## config.mk

```make
export PLATFORM = sky130hd
export DESIGN_NAME = fifo_rd_stream
export DESIGN_NICKNAME = d
export VERILOG_FILES = /design/src/rtl/fifo_pkg.sv /design/src/rtl/stream_skid_buf.sv /design/src/rtl/fifo_rd_stream.sv
export SDC_FILE = /design/constraint.sdc
export NUM_CORES = 1
export LEC_CHECK = 0
export ABC_AREA = 1
export CAP_MARGIN = 20
export CORE_MARGIN = 2
export CORE_UTILIZATION = 26
export CTS_BUF_LIST = sky130_fd_sc_hd__clkbuf_16
export DETAILED_ROUTE_END_ITERATION = 12
export SLEW_MARGIN = 5
export SYNTH_ARGS = -nofsm -noshare
export SYNTH_HDL_FRONTEND = slang
export SYNTH_SLANG_ARGS = --single-unit
export TNS_END_PERCENT = 5
```

## constraint.sdc

```tcl
create_clock -name clk_i -period 3.3 [get_ports clk_i]
set_input_delay 0.66 -clock clk_i [delete_from_list [all_inputs] [get_ports clk_i]]
set_output_delay 0.66 -clock clk_i [all_outputs]
set_load 0.005 [all_outputs]
```

## src/rtl/fifo_pkg.sv

```systemverilog
// Shared types and constants for the FIFO read-side stream engine.
package fifo_pkg;

   typedef enum logic {
      IDLE = 1'b0,
      RUN  = 1'b1
   } rd_stream_state_t;

   localparam int STALL_CNT_W = 32;

endpackage

```

## src/rtl/stream_skid_buf.sv

```systemverilog
// Two-entry output stage: main register plus one skid register, in-order.
// Handshake: a word transfers on a rising edge when valid and ready are both high;
// in_ready comes straight from the skid flop, so it never depends on out_ready.
module stream_skid_buf #(
   parameter int W = 9
) (
   input  logic         clk_i,
   input  logic         rst_n_i,
   input  logic [W-1:0] in_data,
   input  logic         in_valid,
   output logic         in_ready,
   output logic [W-1:0] out_data,
   output logic         out_valid,
   input  logic         out_ready
);

   logic [W-1:0] skid_data;
   logic         skid_valid;
   logic         main_free;

   assign main_free = !out_valid || out_ready;
   assign in_ready  = !skid_valid;

   always_ff @(posedge clk_i or negedge rst_n_i) begin
      if (!rst_n_i) begin
         out_data   <= '0;
         out_valid  <= 1'b0;
         skid_data  <= '0;
         skid_valid <= 1'b0;
      end else if (main_free) begin
         // Skid is older than any incoming word, so it refills main first.
         if (skid_valid) begin
            out_data   <= skid_data;
            out_valid  <= 1'b1;
            skid_valid <= in_valid;
            if (in_valid) skid_data <= in_data;
         end else begin
            out_valid <= in_valid;
            if (in_valid) out_data <= in_data;
         end
      end else if (in_valid) begin
         skid_data  <= in_data;
         skid_valid <= 1'b1;
      end
   end

endmodule

```

## src/rtl/fifo_rd_stream.sv

```systemverilog
// Drains a show-ahead FIFO into a packetised valid/ready stream with tlast framing.
// Optional underflow stall counter: define FIFO_RD_STREAM_STALL_CNT_EN.
module fifo_rd_stream
   import fifo_pkg::*;
#(
   parameter int DATA_WIDTH = 8,
   parameter int LEN_WIDTH  = 16
) (
   input  logic                  clk_i,
   input  logic                  rst_n_i,
   input  logic [DATA_WIDTH-1:0] fifo_data_i,
   input  logic                  fifo_empty_i,
   output logic                  fifo_rd_o,
   input  logic [LEN_WIDTH-1:0]  pkt_len_i,
   output logic [DATA_WIDTH-1:0] tdata_o,
   output logic                  tvalid_o,
   input  logic                  tready_i,
   output logic                  tlast_o,
`ifdef FIFO_RD_STREAM_STALL_CNT_EN
   input  logic                  stall_clr_i,
   output logic [STALL_CNT_W-1:0] stall_cnt_o,
`endif
   output logic                  busy_o
);

   rd_stream_state_t     state;
   logic [LEN_WIDTH-1:0] rem;
   logic                 skid_ready;
   logic                 pop;
   logic                 pop_last;
   logic [DATA_WIDTH:0]  out_word;

   assign pop       = (state == RUN) && !fifo_empty_i && skid_ready;
   assign pop_last  = pop && (rem == LEN_WIDTH'(1));
   assign fifo_rd_o = pop;
   assign busy_o    = (state == RUN) || tvalid_o || !skid_ready;

   always_ff @(posedge clk_i or negedge rst_n_i) begin
      if (!rst_n_i) begin
         state <= IDLE;
         rem   <= '0;
      end else begin
         case (state)
            IDLE: begin
               if (pkt_len_i != '0) begin
                  rem   <= pkt_len_i;
                  state <= RUN;
               end
            end
            RUN: begin
               // Length is resampled on the last pop so packets run back to back.
               if (pop_last) begin
                  rem <= pkt_len_i;
                  if (pkt_len_i == '0) state <= IDLE;
               end else if (pop && rem != '0) begin
                  rem <= rem - LEN_WIDTH'(1);
               end
            end
            default: state <= IDLE;
         endcase
      end
   end

   stream_skid_buf #(
      .W (DATA_WIDTH + 1)
   ) u_skid (
      .clk_i     (clk_i),
      .rst_n_i   (rst_n_i),
      .in_data   ({pop_last, fifo_data_i}),
      .in_valid  (pop),
      .in_ready  (skid_ready),
      .out_data  (out_word),
      .out_valid (tvalid_o),
      .out_ready (tready_i)
   );

   assign tlast_o = out_word[DATA_WIDTH];
   assign tdata_o = out_word[DATA_WIDTH-1:0];

`ifdef FIFO_RD_STREAM_STALL_CNT_EN
   logic [STALL_CNT_W-1:0] stall_cnt;

   always_ff @(posedge clk_i or negedge rst_n_i) begin
      if (!rst_n_i) begin
         stall_cnt <= '0;
      end else if (stall_clr_i) begin
         stall_cnt <= '0;
      end else if (state == RUN && fifo_empty_i && stall_cnt != '1) begin
         stall_cnt <= stall_cnt + STALL_CNT_W'(1);
      end
   end

   assign stall_cnt_o = stall_cnt;
`endif

endmodule

```

==> reports/metrics.csv, run 1 <==
metric;value;unit
outcome;completed;
regArea;926;um^2
worstSkewPairLatency;280;ps
multi_input_area;1120;um^2
final_cell_mix;nand2_1, nor2_1, clkdlybuf4s50_1;
fin_skew;2.95;ps
cts_root_buf;clkbuf_16;
critPathKind;in2out;
dp_cells;444;
worst_pin_slew;473;ps
holdBufCountCts;0;
slew_headroom;68.5;%
synth_warnings;0;
required;2640;ps
slowest_stage;clkdlybuf4s50_1;
cts_buffers;5;
p_per_area;717;nW/um^2
post-route-util;34.5;%
hold_viol_final;0;
final_cells;452;
peakVddDrop;0.000215;V
hpwl;3.82;mm
gp_congestion;0.802;
cpPeakStageDelay;520;ps
die_w;95.5;um
clkSinkCount;37;
syn-num-nets;336;
drt_iter0_markers;68;
io_pins;40;
startpoint_type;input pin;
grt_max_degree;38;
path_max_fanout;5;
cts_tree;done;
track_usage;12.6;%
cp_cell_sequence;clkdlybuf4s50_1 -> inv_1 -> nand3_1 -> inv_1 -> clkdlybuf4s50_1;
antenna_found_initial;0;
port_buffers;39;
hold_class;reg2reg;
wl_per_cell;11.6;um
htreeDepth;2;
die-area;9120;um^2
start_util;26.6;%
worst_setup_path_end_kind;output port;
setup_viol;0;
cp_data_arrival_time;1900;ps
drtPass1Iterations;4;
synth_area;2180;um^2
post_cts_resize_count;0;
postSynthRegisterBits;37;
routed_wl;5.25;mm
grt-ovfl-total;0;
vias_per_cell;4.39;
drcViolationCount;0;
clk_pin_slew;60;ps
grt_pass1_wl;9.16;mm
vias;1984;
fin_crit;2560;ps
timing.hold.ws;506;ps
syn_area_per_cell;7.11;um^2
post_cts_buffers;0;
die_height;95.5;um
area_growth;29.7;%
cpLargestDelayFamily;buffers and inverters;
layout_commonest_cell;nand2_1;
n_antenna_cell;0;
post-route-period-util;77.6;%
synth-seq-area-share;42.6;%
postRouteAntennaNets;0;
synthCells;306;
synthDistinctLibCells;24;
fmax;0.390;GHz
drive_gt1_share;8.65;%
slew_violations;0;
fillers;882;
final.setup.tns;0;ps
critPathBufInv;4;
coreArea;8180;um^2
rsz0062_at_grt;no;
grt_pass1_vias;1996;
maxCapViolCount;0;
nNetsFinal;376;
cts_buffer_depth;2;
p_leak;0.00137;uW
rows;33;
[stage by stage]
stage	setup slack [ps]	total power, uW	instance area (um^2)
after global routing	661	2210	2820
after floorplan	1710	1270	2180
after detailed placement	732	1490	2650
after global placement	750	1480	2650
final	738	2020	2820
after CTS	727	2040	2820
[where the power goes]
group	internal, uW	switching (uW)
clock	355	183
combinational	338	436
sequential	583	129
[worst paths after layout]
check / end / from / slack (ps) / cells after the start
max: fifo_rd_o / fifo_empty_i / 740 / 5
min: u_skid.skid_data[3] / u_skid.skid_data[3] / 510 / 1
max reg2reg: rem[15] / u_skid.skid_valid / 1230 / 10
min reg2reg: u_skid.skid_data[3] / u_skid.skid_data[3] / 510 / 1
max in group asynchronous: rem[5] / rst_n_i / 2160 / 2
min in group asynchronous: u_skid.out_data[7] / rst_n_i / 800 / 2
[synthesized netlist by cell type]
cell / count / area [um^2]
a21oi_1: 5 / 25.0
a31oi_1: 9 / 56.3
buf_2: 2 / 10.0
buf_4: 4 / 30.0
buf_6: 1 / 11.3
dfrtp_1: 37 / 926
ha_1: 2 / 25.0
inv_1: 16 / 60.1
inv_2: 3 / 11.3
inv_4: 1 / 6.26
mux2_2: 8 / 90.1
nand2_1: 140 / 526
nand2_2: 2 / 12.5
nand2_4: 1 / 11.3
nand3_1: 6 / 30.0
nand3_2: 2 / 20.0
nand3b_1: 5 / 37.5
nor2_1: 45 / 169
nor2_2: 4 / 25.0
nor2_4: 1 / 11.3
o21ai_0: 1 / 5.00
o21ai_1: 5 / 25.0
xnor2_1: 3 / 26.3
xor2_1: 3 / 26.3
[state kept, by name, indices dropped and copies added, names as in the netlist]
signal,cells
rem,16
u_skid.out_data,9
u_skid.skid_data,9
state,1
u_skid.out_valid,1
u_skid.skid_valid,1
[routing by layer]
layer	GRT usage, %	wire length [um]
met5	0	0
met4	3.93	70
met3	1.74	155
met2	21.5	2510
met1	16.6	2520
[kinds of logic after synthesis]
group	Yosys count	synth area share, %
xor gates and xnor gates	6	2.42
and+or+nand+nor	206	38.7
buffers and inverters	27	5.92
adders and majority gates	2	1.15
AOI/OAI and AO/OA	20	5.12
muxes	8	4.14
DFF	37	42.6
[final cells by class]
type,count,share of cell area [%]
Sequential cell,37,32.8
Multi-Input combinational cell,242,39.7
Clock inverter,3,1.51
Inverter,20,2.75
Clock buffer,5,4.43
Tap cell,105,4.66
Timing Repair Buffer,40,14.1
(Power assumes the default switching activity.)
==> inputs of run 2 (changes only) <==
==> constraint.sdc (replaced) <==
create_clock -name clk_i -period 2.4 [get_ports clk_i]
set_input_delay 0.48 -clock clk_i [delete_from_list [all_inputs] [get_ports clk_i]]
set_output_delay 0.48 -clock clk_i [all_outputs]
set_load 0.005 [all_outputs]
==> run 2 against run 1 <==
  * Non-clock buffer count up 4
  * Cell area up 1.1%
  * Die area unchanged
  * Routed wire length up 1.3%
  * Combinational power up 41%
  * First-iteration DRC count up 37%
  * Power up 38%
  * Clock skew up 1.5 ps
  * Core utilization up 0.37 points
  * Sequential power up 37%
  * Cell count up 0.88%
  * Critical endpoint unchanged
  * Largest cell class unchanged
  * Highest routed layer unchanged
==> reports/metrics.csv, run 2 (synthesized netlist as in run 1, its figures left out) <==
metric;value;unit
outcome;completed;
cts_buffer_depth;2;
worst_setup_path_end_kind;output port;
slowest_stage;clkdlybuf4s50_1;
startpoint_type;input pin;
die-area;9120;um^2
coreArea;8180;um^2
grt_pass1_vias;1931;
timing.hold.ws;502;ps
area_growth;31.1;%
p_leak;0.00140;uW
worst_pin_slew;481;ps
hpwl;3.92;mm
grt_pass1_wl;9.07;mm
critPathBufInv;4;
drt_iter0_markers;93;
clk_pin_slew;50;ps
final_cell_mix;nand2_1, nor2_1, clkdlybuf4s50_1;
wl_per_cell;11.7;um
vias;1965;
port_buffers;39;
grt_max_degree;38;
reg.largest.list;rem x16, u_skid.out_data x9, u_skid.skid_data x9;
post-route-period-util;90.8;%
nNetsFinal;380;
rsz0062_at_grt;no;
cts_buffers;5;
io_pins;40;
regMostFlops;rem;
hold_class;reg2reg;
vias_per_cell;4.31;
cp_cell_sequence;clkdlybuf4s50_1 -> inv_1 -> nand3_1 -> inv_1 -> clkdlybuf4s50_1;
routed_wl;5.32;mm
final.setup.tns;0;ps
rows;33;
antenna_found_initial;0;
layout_commonest_cell;nand2_1;
holdBufCountCts;0;
die_height;95.5;um
cts_tree;done;
htreeDepth;2;
fmax;0.459;GHz
cts_root_buf;clkbuf_16;
setup_viol;0;
start_util;26.6;%
peakVddDrop;0.000336;V
post_cts_buffers;0;
track_usage;12.5;%
fin_crit;2180;ps
drive_gt1_share;9.69;%
required;1920;ps
die_w;95.5;um
gp_congestion;0.776;
n_antenna_cell;0;
post_cts_resize_count;0;
path_max_fanout;5;
cpLargestDelayFamily;buffers and inverters;
largest_reg_flops;16;
fin_skew;4.42;ps
cp_data_arrival_time;1700;ps
drtPass1Iterations;4;
p_per_area;980;nW/um^2
hold_viol_final;0;
maxCapViolCount;0;
cpPeakStageDelay;520;ps
worstSkewPairLatency;280;ps
slew_violations;0;
clkSinkCount;37;
grt-ovfl-total;0;
slew_headroom;68.0;%
critPathKind;in2out;
drcViolationCount;0;
postRouteAntennaNets;0;
run 2: cell count changes in the layout (fill, tap and decap cells not counted):
cell   delta
buf_4     +4
run 2: final cells by class:
| type | instances | area (um^2) |
|---|---|---|
| clock buffer | 5 | 125 |
| clock inverter | 3 | 42.5 |
| inverter | 20 | 77.6 |
| fill | 879 | 5320 |
| multi-input combinational | 242 | 1120 |
| timing repair buffer | 44 | 428 |
| sequential | 37 | 926 |
| tap | 105 | 131 |
run 2: worst paths after layout:
kind	start	endpoint	slack (ps)	cells after the start
max reg2reg	rem[0]	rem[9]	580	11
max in group asynchronous	rst_n_i	rem[8]	1430	2
min	u_skid.skid_data[3]	u_skid.skid_data[3]	500	1
min in group asynchronous	rst_n_i	u_skid.out_data[7]	630	2
max	fifo_empty_i	fifo_rd_o	220	5
min reg2reg	u_skid.skid_data[3]	u_skid.skid_data[3]	500	1
run 2: where the power goes:
group / leakage [uW] / total [uW] / internal, uW / switching, uW
registers: 0.000447 / 972 / 802 / 170
logic: 0.000862 / 1090 / 472 / 617
clock network: 0.0000852 / 733 / 487 / 246
run 2: metrics by stage:
step	total power, uW	area, um^2	cells	worst slack (ps)	utilization [%]
after floorplan	1750	2180	306	818	-
after global placement	2050	2680	448	225	32.8
after detailed placement	2060	2680	448	216	32.8
after CTS	2820	2850	456	211	34.9
after global routing	3040	2850	456	130	34.9
final	2790	2850	456	221	34.9
run 2: metal layers:
metal | part of all wire [%] | vias to the layer above | routed length, um | GRT usage, %
met2 | 47 | 27 | 2520 | 20.0
met5 | 0 | - | 0 | 0
met1 | 49 | 895 | 2580 | 16.9
met3 | 3.0 | 4 | 157 | 2.61
li1 | - | 1039 | - | -
met4 | 1.1 | 0 | 60 | 4.17
